### config.mk
export PLATFORM = sky130hd
export DESIGN_NAME = sprite_row_scanout
export DESIGN_NICKNAME = d
export VERILOG_FILES = /design/src/rtl/sprite_row_scanout.sv
export SDC_FILE = /design/constraint.sdc
export NUM_CORES = 1
export LEC_CHECK = 0
export CELL_PAD_IN_SITES_DETAIL_PLACEMENT = 2
export CELL_PAD_IN_SITES_GLOBAL_PLACEMENT = 2
export CORE_AREA = 2 2 204 146
export CTS_CLUSTER_DIAMETER = 120
export DETAILED_ROUTE_END_ITERATION = 8
export DIE_AREA = 0 0 206 148
export PLACE_DENSITY = 0.86
export SLEW_MARGIN = 25
export SYNTH_ARGS = -nofsm -noshare
export SYNTH_HDL_FRONTEND = slang
export SYNTH_SLANG_ARGS = --single-unit
### constraint.sdc
create_clock -name clk -period 5.2 [get_ports clk]
set_clock_uncertainty 0.15 [all_clocks]
set_input_delay 1.04 -clock clk [delete_from_list [all_inputs] [get_ports clk]]
set_output_delay 1.04 -clock clk [all_outputs]
set_load 0.02 [all_outputs]
### src/rtl/sprite_row_scanout.sv
// sprite_row_scanout: streams one sprite from the packed image bus, one shifted row per handshake
module sprite_row_scanout #(
  parameter int IMAGECOUNT = 5,
  parameter int IMAGEWIDTH = 8,
  parameter int IMAGEHEIGHT = 8,
  parameter int TYPEW = 4,
  parameter int SHW = 5,
  localparam int IW = IMAGEHEIGHT > 1 ? $clog2(IMAGEHEIGHT) : 1,
  localparam int BW = $clog2(IMAGECOUNT * IMAGEWIDTH * IMAGEHEIGHT)
) (
  input  logic                                       clk,
  input  logic                                       rst_n,
  input  logic [IMAGECOUNT*IMAGEWIDTH*IMAGEHEIGHT-1:0] image,
  input  logic                                       req_valid,
  output logic                                       req_ready,
  input  logic [TYPEW-1:0]                           req_type,
  input  logic [SHW-1:0]                             req_shift,
  output logic                                       row_valid,
  input  logic                                       row_ready,
  output logic [IMAGEWIDTH-1:0]                      row_data,
  output logic [IW-1:0]                              row_index,
  output logic                                       row_last,
  output logic                                       req_err
);
  typedef enum logic {IDLE, SCAN} state_t;
  state_t state;
  logic [TYPEW-1:0] cur_type, sel_type;
  logic [SHW-1:0] cur_shift, sel_shift, mag;
  logic [IW-1:0] nk;
  logic [BW-1:0] base;
  logic [IMAGEWIDTH-1:0] raw, shifted;
  logic type_ok;
  // In IDLE the incoming request drives the fetch of row 0; in SCAN the latched request drives row k+1.
  always_comb begin
    type_ok = req_type != '0 && 32'(req_type) <= IMAGECOUNT;
    sel_type = state == SCAN ? cur_type : type_ok ? req_type : TYPEW'(1);
    sel_shift = state == SCAN ? cur_shift : req_shift;
    nk = state == SCAN ? row_index + IW'(1) : '0;
    base = BW'((32'(sel_type) - 32'd1) * 32'(IMAGEWIDTH * IMAGEHEIGHT) + 32'(nk) * 32'(IMAGEWIDTH));
    raw = image[base +: IMAGEWIDTH];
    mag = sel_shift[SHW-1] ? -sel_shift : sel_shift;
    shifted = sel_shift[SHW-1] ? raw >> mag : raw << mag;
  end
  always_ff @(posedge clk) begin
    if (!rst_n) begin
      state <= IDLE;
      req_ready <= 1'b1;
      row_valid <= 1'b0;
      row_data <= '0;
      row_index <= '0;
      row_last <= 1'b0;
      req_err <= 1'b0;
      cur_type <= '0;
      cur_shift <= '0;
    end else begin
      req_err <= 1'b0;
      if (state == IDLE) begin
        if (req_valid && type_ok) begin
          cur_type <= req_type;
          cur_shift <= req_shift;
          row_data <= shifted;
          row_index <= nk;
          row_last <= nk == IW'(IMAGEHEIGHT - 1);
          row_valid <= 1'b1;
          req_ready <= 1'b0;
          state <= SCAN;
        end else if (req_valid) begin
          req_err <= 1'b1;
        end
      end else if (row_ready) begin
        if (row_last) begin
          row_valid <= 1'b0;
          row_last <= 1'b0;
          req_ready <= 1'b1;
          state <= IDLE;
        end else begin
          row_data <= shifted;
          row_index <= nk;
          row_last <= nk == IW'(IMAGEHEIGHT - 1);
        end
      end
    end
  end
endmodule

Word level (Yosys, flattened, before mapping). Index checks and enable logic that the tools add are counted.

Add/sub/neg operators: 4. $lt $le $gt $ge: 1. Equal/unequal tests: 4. Shifts and indexed selects: 3. Muxes and demuxes: 31. Bitwise logic cells: 2. Reductions and logical operators: 9.

Operators by type and width (count): indexed part select 320 x 10 -> 8 bit (1); two-way mux 8 bit (5); two-way mux 3 bit (7); two-way mux 1 bit (17); two-way mux 5 bit (2); adder 9 x 7 -> 9 bit (1); left shift 8 x 5 -> 8 bit (1); >> shifter 8 x 5 -> 8 bit (1); != test 2 bit (second input constant) (3); AND reduction 3 bit (2); negation 5 bit (1); less-or-equal comparator 4 x 3 -> 1 bit (second input constant) (1); AND reduction 2 bit (2); nonzero test 4 bit (1); adder 3 x 1 -> 3 bit (second input constant) (1); equality test 3 bit (second input constant) (1); OR reduction 3 bit (1); subtractor 3 x 1 -> 3 bit (second input constant) (1); logical AND 1 bit (2); inverter 1 bit (2); nonzero test 2 bit (1).

Flip-flop bits (word level): 24. Output and inout bits: 15.

Logic depth before layout (Yosys ltp).
Depth in word-level cells: 12. Mapped depth: 17.

Worst setup path before layout. No wires, ideal clock.

Path kind: input port to flip-flop. From: in req_type[2]. To: reg row_data[2]. Arrival time: 3.824 ns. Required time: 4.981 ns. Setup slack: 1.157 ns. Cell stages on the path: 13. Buffers on the path: 0. Cells stage by stage: xor2_1 > a21oi_1 > clkinv_1 > ha_1 > inv_1 > a211oi_1 > o31ai_2 > a31o_1 > a211o_1 > nor2_4 > a211oi_1 > or3b_1 > o21ai_1.

Word-level cells in the longest chain between the ends: 12. Elaborated cells between the ends (all ways): 18. Classes of those cells: add/sub: 2; order compare: 1; shift: 3; mux: 7; reduce/logical: 5.

RTL lines: from (decl) (line 16) `input logic [TYPEW-1:0] req_type,`; less-or-equal comparator 4 x 3 -> 1 bit or nonzero test 4 bit (tied branches) (line 35) `type_ok = req_type != '0 && 32'(req_type) <= IMAGECOUNT;`; logical AND 1 bit (line 35); two-way mux 3 bit (2 in a row) (line 36) `sel_type = state == SCAN ? cur_type : type_ok ? req_type : TYPEW'(1);`; subtractor 3 x 1 -> 3 bit (line 39) `base = BW'((32'(sel_type) - 32'd1) * 32'(IMAGEWIDTH * IMAGEHEIGHT) + 32'(nk) * 32'(IMAGEWIDTH));`; adder 9 x 7 -> 9 bit (line 39); indexed part select 320 x 10 -> 8 bit (line 40) `raw = image[base +: IMAGEWIDTH];`; left shift 8 x 5 -> 8 bit or >> shifter 8 x 5 -> 8 bit (tied branches) (line 42) `shifted = sel_shift[SHW-1] ? raw >> mag : raw << mag;`; two-way mux 8 bit (line 42); two-way mux 8 bit (line 71) `if (row_last) begin`; two-way mux 8 bit (line 70) `end else if (row_ready) begin`; two-way mux 8 bit (line 57) `if (state == IDLE) begin`; to (signal assigned) (line 61) `row_data <= shifted;`; to (signal assigned) (line 77) `row_data <= shifted;`; to (decl) (line 20) `output logic [IMAGEWIDTH-1:0] row_data,`.

Parallel ways exist; a longest one is shown, timed or not. The select of a mux whose other input is x is not followed. A chain may end at the register's enable or synchronous reset.

Final worst setup path.
From: in req_type[1]. To: reg row_data[1].

The elaborated chain is that of the path after synthesis.

==> results.json <==
{
  "path_clk_slew_ns": 0.08,
  "final_nets": 1317,
  "drtPass1Iterations": 5,
  "final_antenna_net_count": 0,
  "num-fill-cells": 3266,
  "post_dp_cell_area_mm2": 0.00900,
  "synth_seq_area_share": 0.0948,
  "fmax_mhz": 206,
  "gp_congestion": 0.893,
  "synthToLayoutAreaGrowth_pct": 79.9,
  "synthArstFlopShare": 0,
  "final_common_cell": "clkdlybuf4s50_1",
  "cts_buffers": 3,
  "tightest_slew_ns": 0.933,
  "yosysTopAreaCellShare": 0.0948,
  "cellPowerDensity_mw_per_mm2": 144,
  "fp.coreArea_mm2": 0.0285,
  "cts_setup_buffers": 0,
  "crit_chain": "clkdlybuf4s50_1 -> nor4b_1 -> a21oi_1 -> ha_1 -> inv_1 -> mux4_1 -> mux2_2 -> nor3_1 -> o31a_1 -> nor2_1 -> o32a_1 -> o2111ai_1 -> o21ai_1",
  "yosys.area.top_type": "dfxtp_1",
  "cp-end-kind": "register",
  "routed_via_density": 5.40,
  "synth.distinct_cells": 86,
  "synth-edff-count": 0,
  "cts_hold_buf": 0,
  "cp.arrival_ns": 4.86,
  "clockBufferDepth": 2,
  "post-route-min-period_ns": 4.84,
  "final_cell_mix": "clkdlybuf4s50_1 (347), nor2_1 (49), nand2_1 (45), mux2i_1 (43), a21oi_1 (40)",
  "post-route-util": 0.320,
  "die_area_mm2": 0.0305,
  "maxCapViolCount": 0,
  "ios": 348,
  "dr_total_vias": 7336,
  "rsz0062_at_grt": "no",
  "slowest_delay_ns": 0.62,
  "drt_iter0_drc": 433,
  "layout-drive-gt1-share": 0.108,
  "tns_ns": 0,
  "drc": 0,
  "min_period_over_period": 0.932,
  "hold_slack_ns": 0.319,
  "port_buffers": 347,
  "synth_warnings": 0,
  "ys.flop_type": "dfxtp_1",
  "slew_headroom": 0.375,
  "clock-sinks": 24,
  "crit_buf_inv": 2,
  "start_kind": "input pin",
  "grt_max_degree": 57,
  "final_area_mm2": 0.00911,
  "synth_area_per_cell_um2": 7.65,
  "p_leak_nw": 3.00,
  "grtUsageTotal": 0.237,
  "ctsResizeCount": 0,
  "wl_mm": 37.4,
  "clk_latency_ns": 0.27,
  "cts_tree": "yes",
  "cp_top_family": "compound AO/OA/AOI/OAI gates",
  "setup_violations": 0,
  "hp-class": "reg -> reg",
  "ir_drop_v": 0.000116,
  "wl_per_cell_um": 27.5,
  "antenna_found_initial": 2,
  "synth_area_mm2": 0.00507,
  "root_buffer": "clkbuf_16",
  "ys_top_cells_by_area": "dfxtp_1 (9.5%), mux2i_1 (8.5%), mux4_2 (7.6%)",
  "die_w_um": 206,
  "row_count": 52,
  "grt_pass1_wl_mm": 53.5,
  "path_max_fanout": 7,
  "cp_slowest_cell": "clkdlybuf4s50_1",
  "syn-num-nets": 998,
  "required_ns": 5.22,
  "ys_ff_latch": 24,
  "status": "finished clean",
  "hold_viol_final": 0,
  "cts_max_level": 1,
  "slew_violations": 0,
  "grt_pass1_vias": 8057,
  "die_y_um": 148,
  "start_util": 0.178,
  "grt.overflow.total": 0,
  "syn-instance-count": 662,
  "worstSetupPathType": "in -> reg",
  "hpwl_mm": 30.4
}
## worst paths after layout
kind                                            endpoint  depth (start not counted)                      from  slack (ns)
worst max-delay path            row_data[1]$_SDFFE_PN0P_                         13               req_type[1]        0.36
worst min-delay path            row_data[1]$_SDFFE_PN0P_                          2  row_data[1]$_SDFFE_PN0P_        0.32
worst max register to register  row_data[1]$_SDFFE_PN0P_                         12          state$_SDFF_PN0_        1.05
worst min register to register  row_data[1]$_SDFFE_PN0P_                          2  row_data[1]$_SDFFE_PN0P_        0.32
## where the power goes
part | leakage (nW) | total [mW] | switching [mW] | internal, mW
sequential | 0.196 | 0.201 | 0.00945 | 0.192
combinational | 2.75 | 0.868 | 0.429 | 0.439
clock | 0.0511 | 0.239 | 0.0854 | 0.154
total | 3.00 | 1.31 | 0.524 | 0.785
## logic make-up (layout without fill, tap and decap cells)
kind of cell,Yosys count,in the layout,share of synthesized area
other,0,1,0
AND/OR/NAND/NOR,190,190,0.190
flip-flops,24,24,0.0948
XOR/XNOR,4,4,0.00840
adder cells (fa/ha/maj),3,3,0.00741
multiplexers,83,83,0.215
AO/OA/AOI/OAI,282,282,0.411
buffers and inverters,76,394,0.0743
## cells in the mapped netlist (4+ instances only)
cell	number
nor2_1	50
nand2_1	46
mux2i_1	43
a21oi_1	42
buf_2	31
o22ai_1	28
o21ai_0	27
a211oi_1	24
dfxtp_1	24
clkbuf_1	22
nor3_1	22
mux2_2	19
mux4_2	17
a31oi_1	15
a221oi_1	14
o211ai_1	14
a211o_1	12
buf_4	12
nor2b_1	11
o21ai_1	11
nand3_1	10
a221o_1	9
a22oi_1	9
nand2b_1	9
o221ai_1	9
inv_1	8
nor4_1	6
o31ai_1	6
and2_1	5
o2111ai_1	5
a22o_1	4
o22a_1	4
or3_1	4
## metal layers
metal / global-route usage / share of wire / vias up
met5: 0 / 0.00035 / -
met2: 0.391 / 0.46 / 306
met4: 0.0575 / 0.020 / 2
met1: 0.317 / 0.45 / 3682
li1: - / - / 3303
met3: 0.0450 / 0.070 / 43
## final cells by class
type	instances	area [um^2]	area share
sequential	24	485	0.0533
tap	378	473	0.0519
multi-input combinational	562	4260	0.467
clock buffer	3	75.1	0.00824
antenna	1	2.50	0.000275
clock inverter	1	30.0	0.00329
inverter	9	33.8	0.00371
timing repair buffer	381	3750	0.412
## flip-flops by register name, indices dropped and copies added, names as in the netlist
name and count:
cur_shift 5, cur_type 3, req_err 1, req_ready 1
row_data 8, row_index 3, row_last 1, row_valid 1
state 1
## worst register-to-register path: stages (launching register included)
cell       delay [ns]
dfxtp_2          0.49
buf_4            0.35
mux2_2           0.41
inv_1            0.16
ha_1             0.28
o211ai_1         0.32
o31ai_2          0.30
a31oi_1          0.28
o311ai_1         0.24
nor3_1           0.51
o32a_1           0.30
o2111ai_1        0.13
o21ai_1          0.17
## stage by stage
step	total power [mW]	worst slack (ns)	instances
2_1_floorplan	0.596	1.16	662
3_3_place_gp	1.05	0.273	1354
3_5_place_dp	1.07	0.159	1354
4_1_cts	1.31	0.451	1358
5_1_grt	1.38	0.160	1359
6_report	1.31	0.355	1359
No activity file was read; power rests on OpenSTA's default activity.
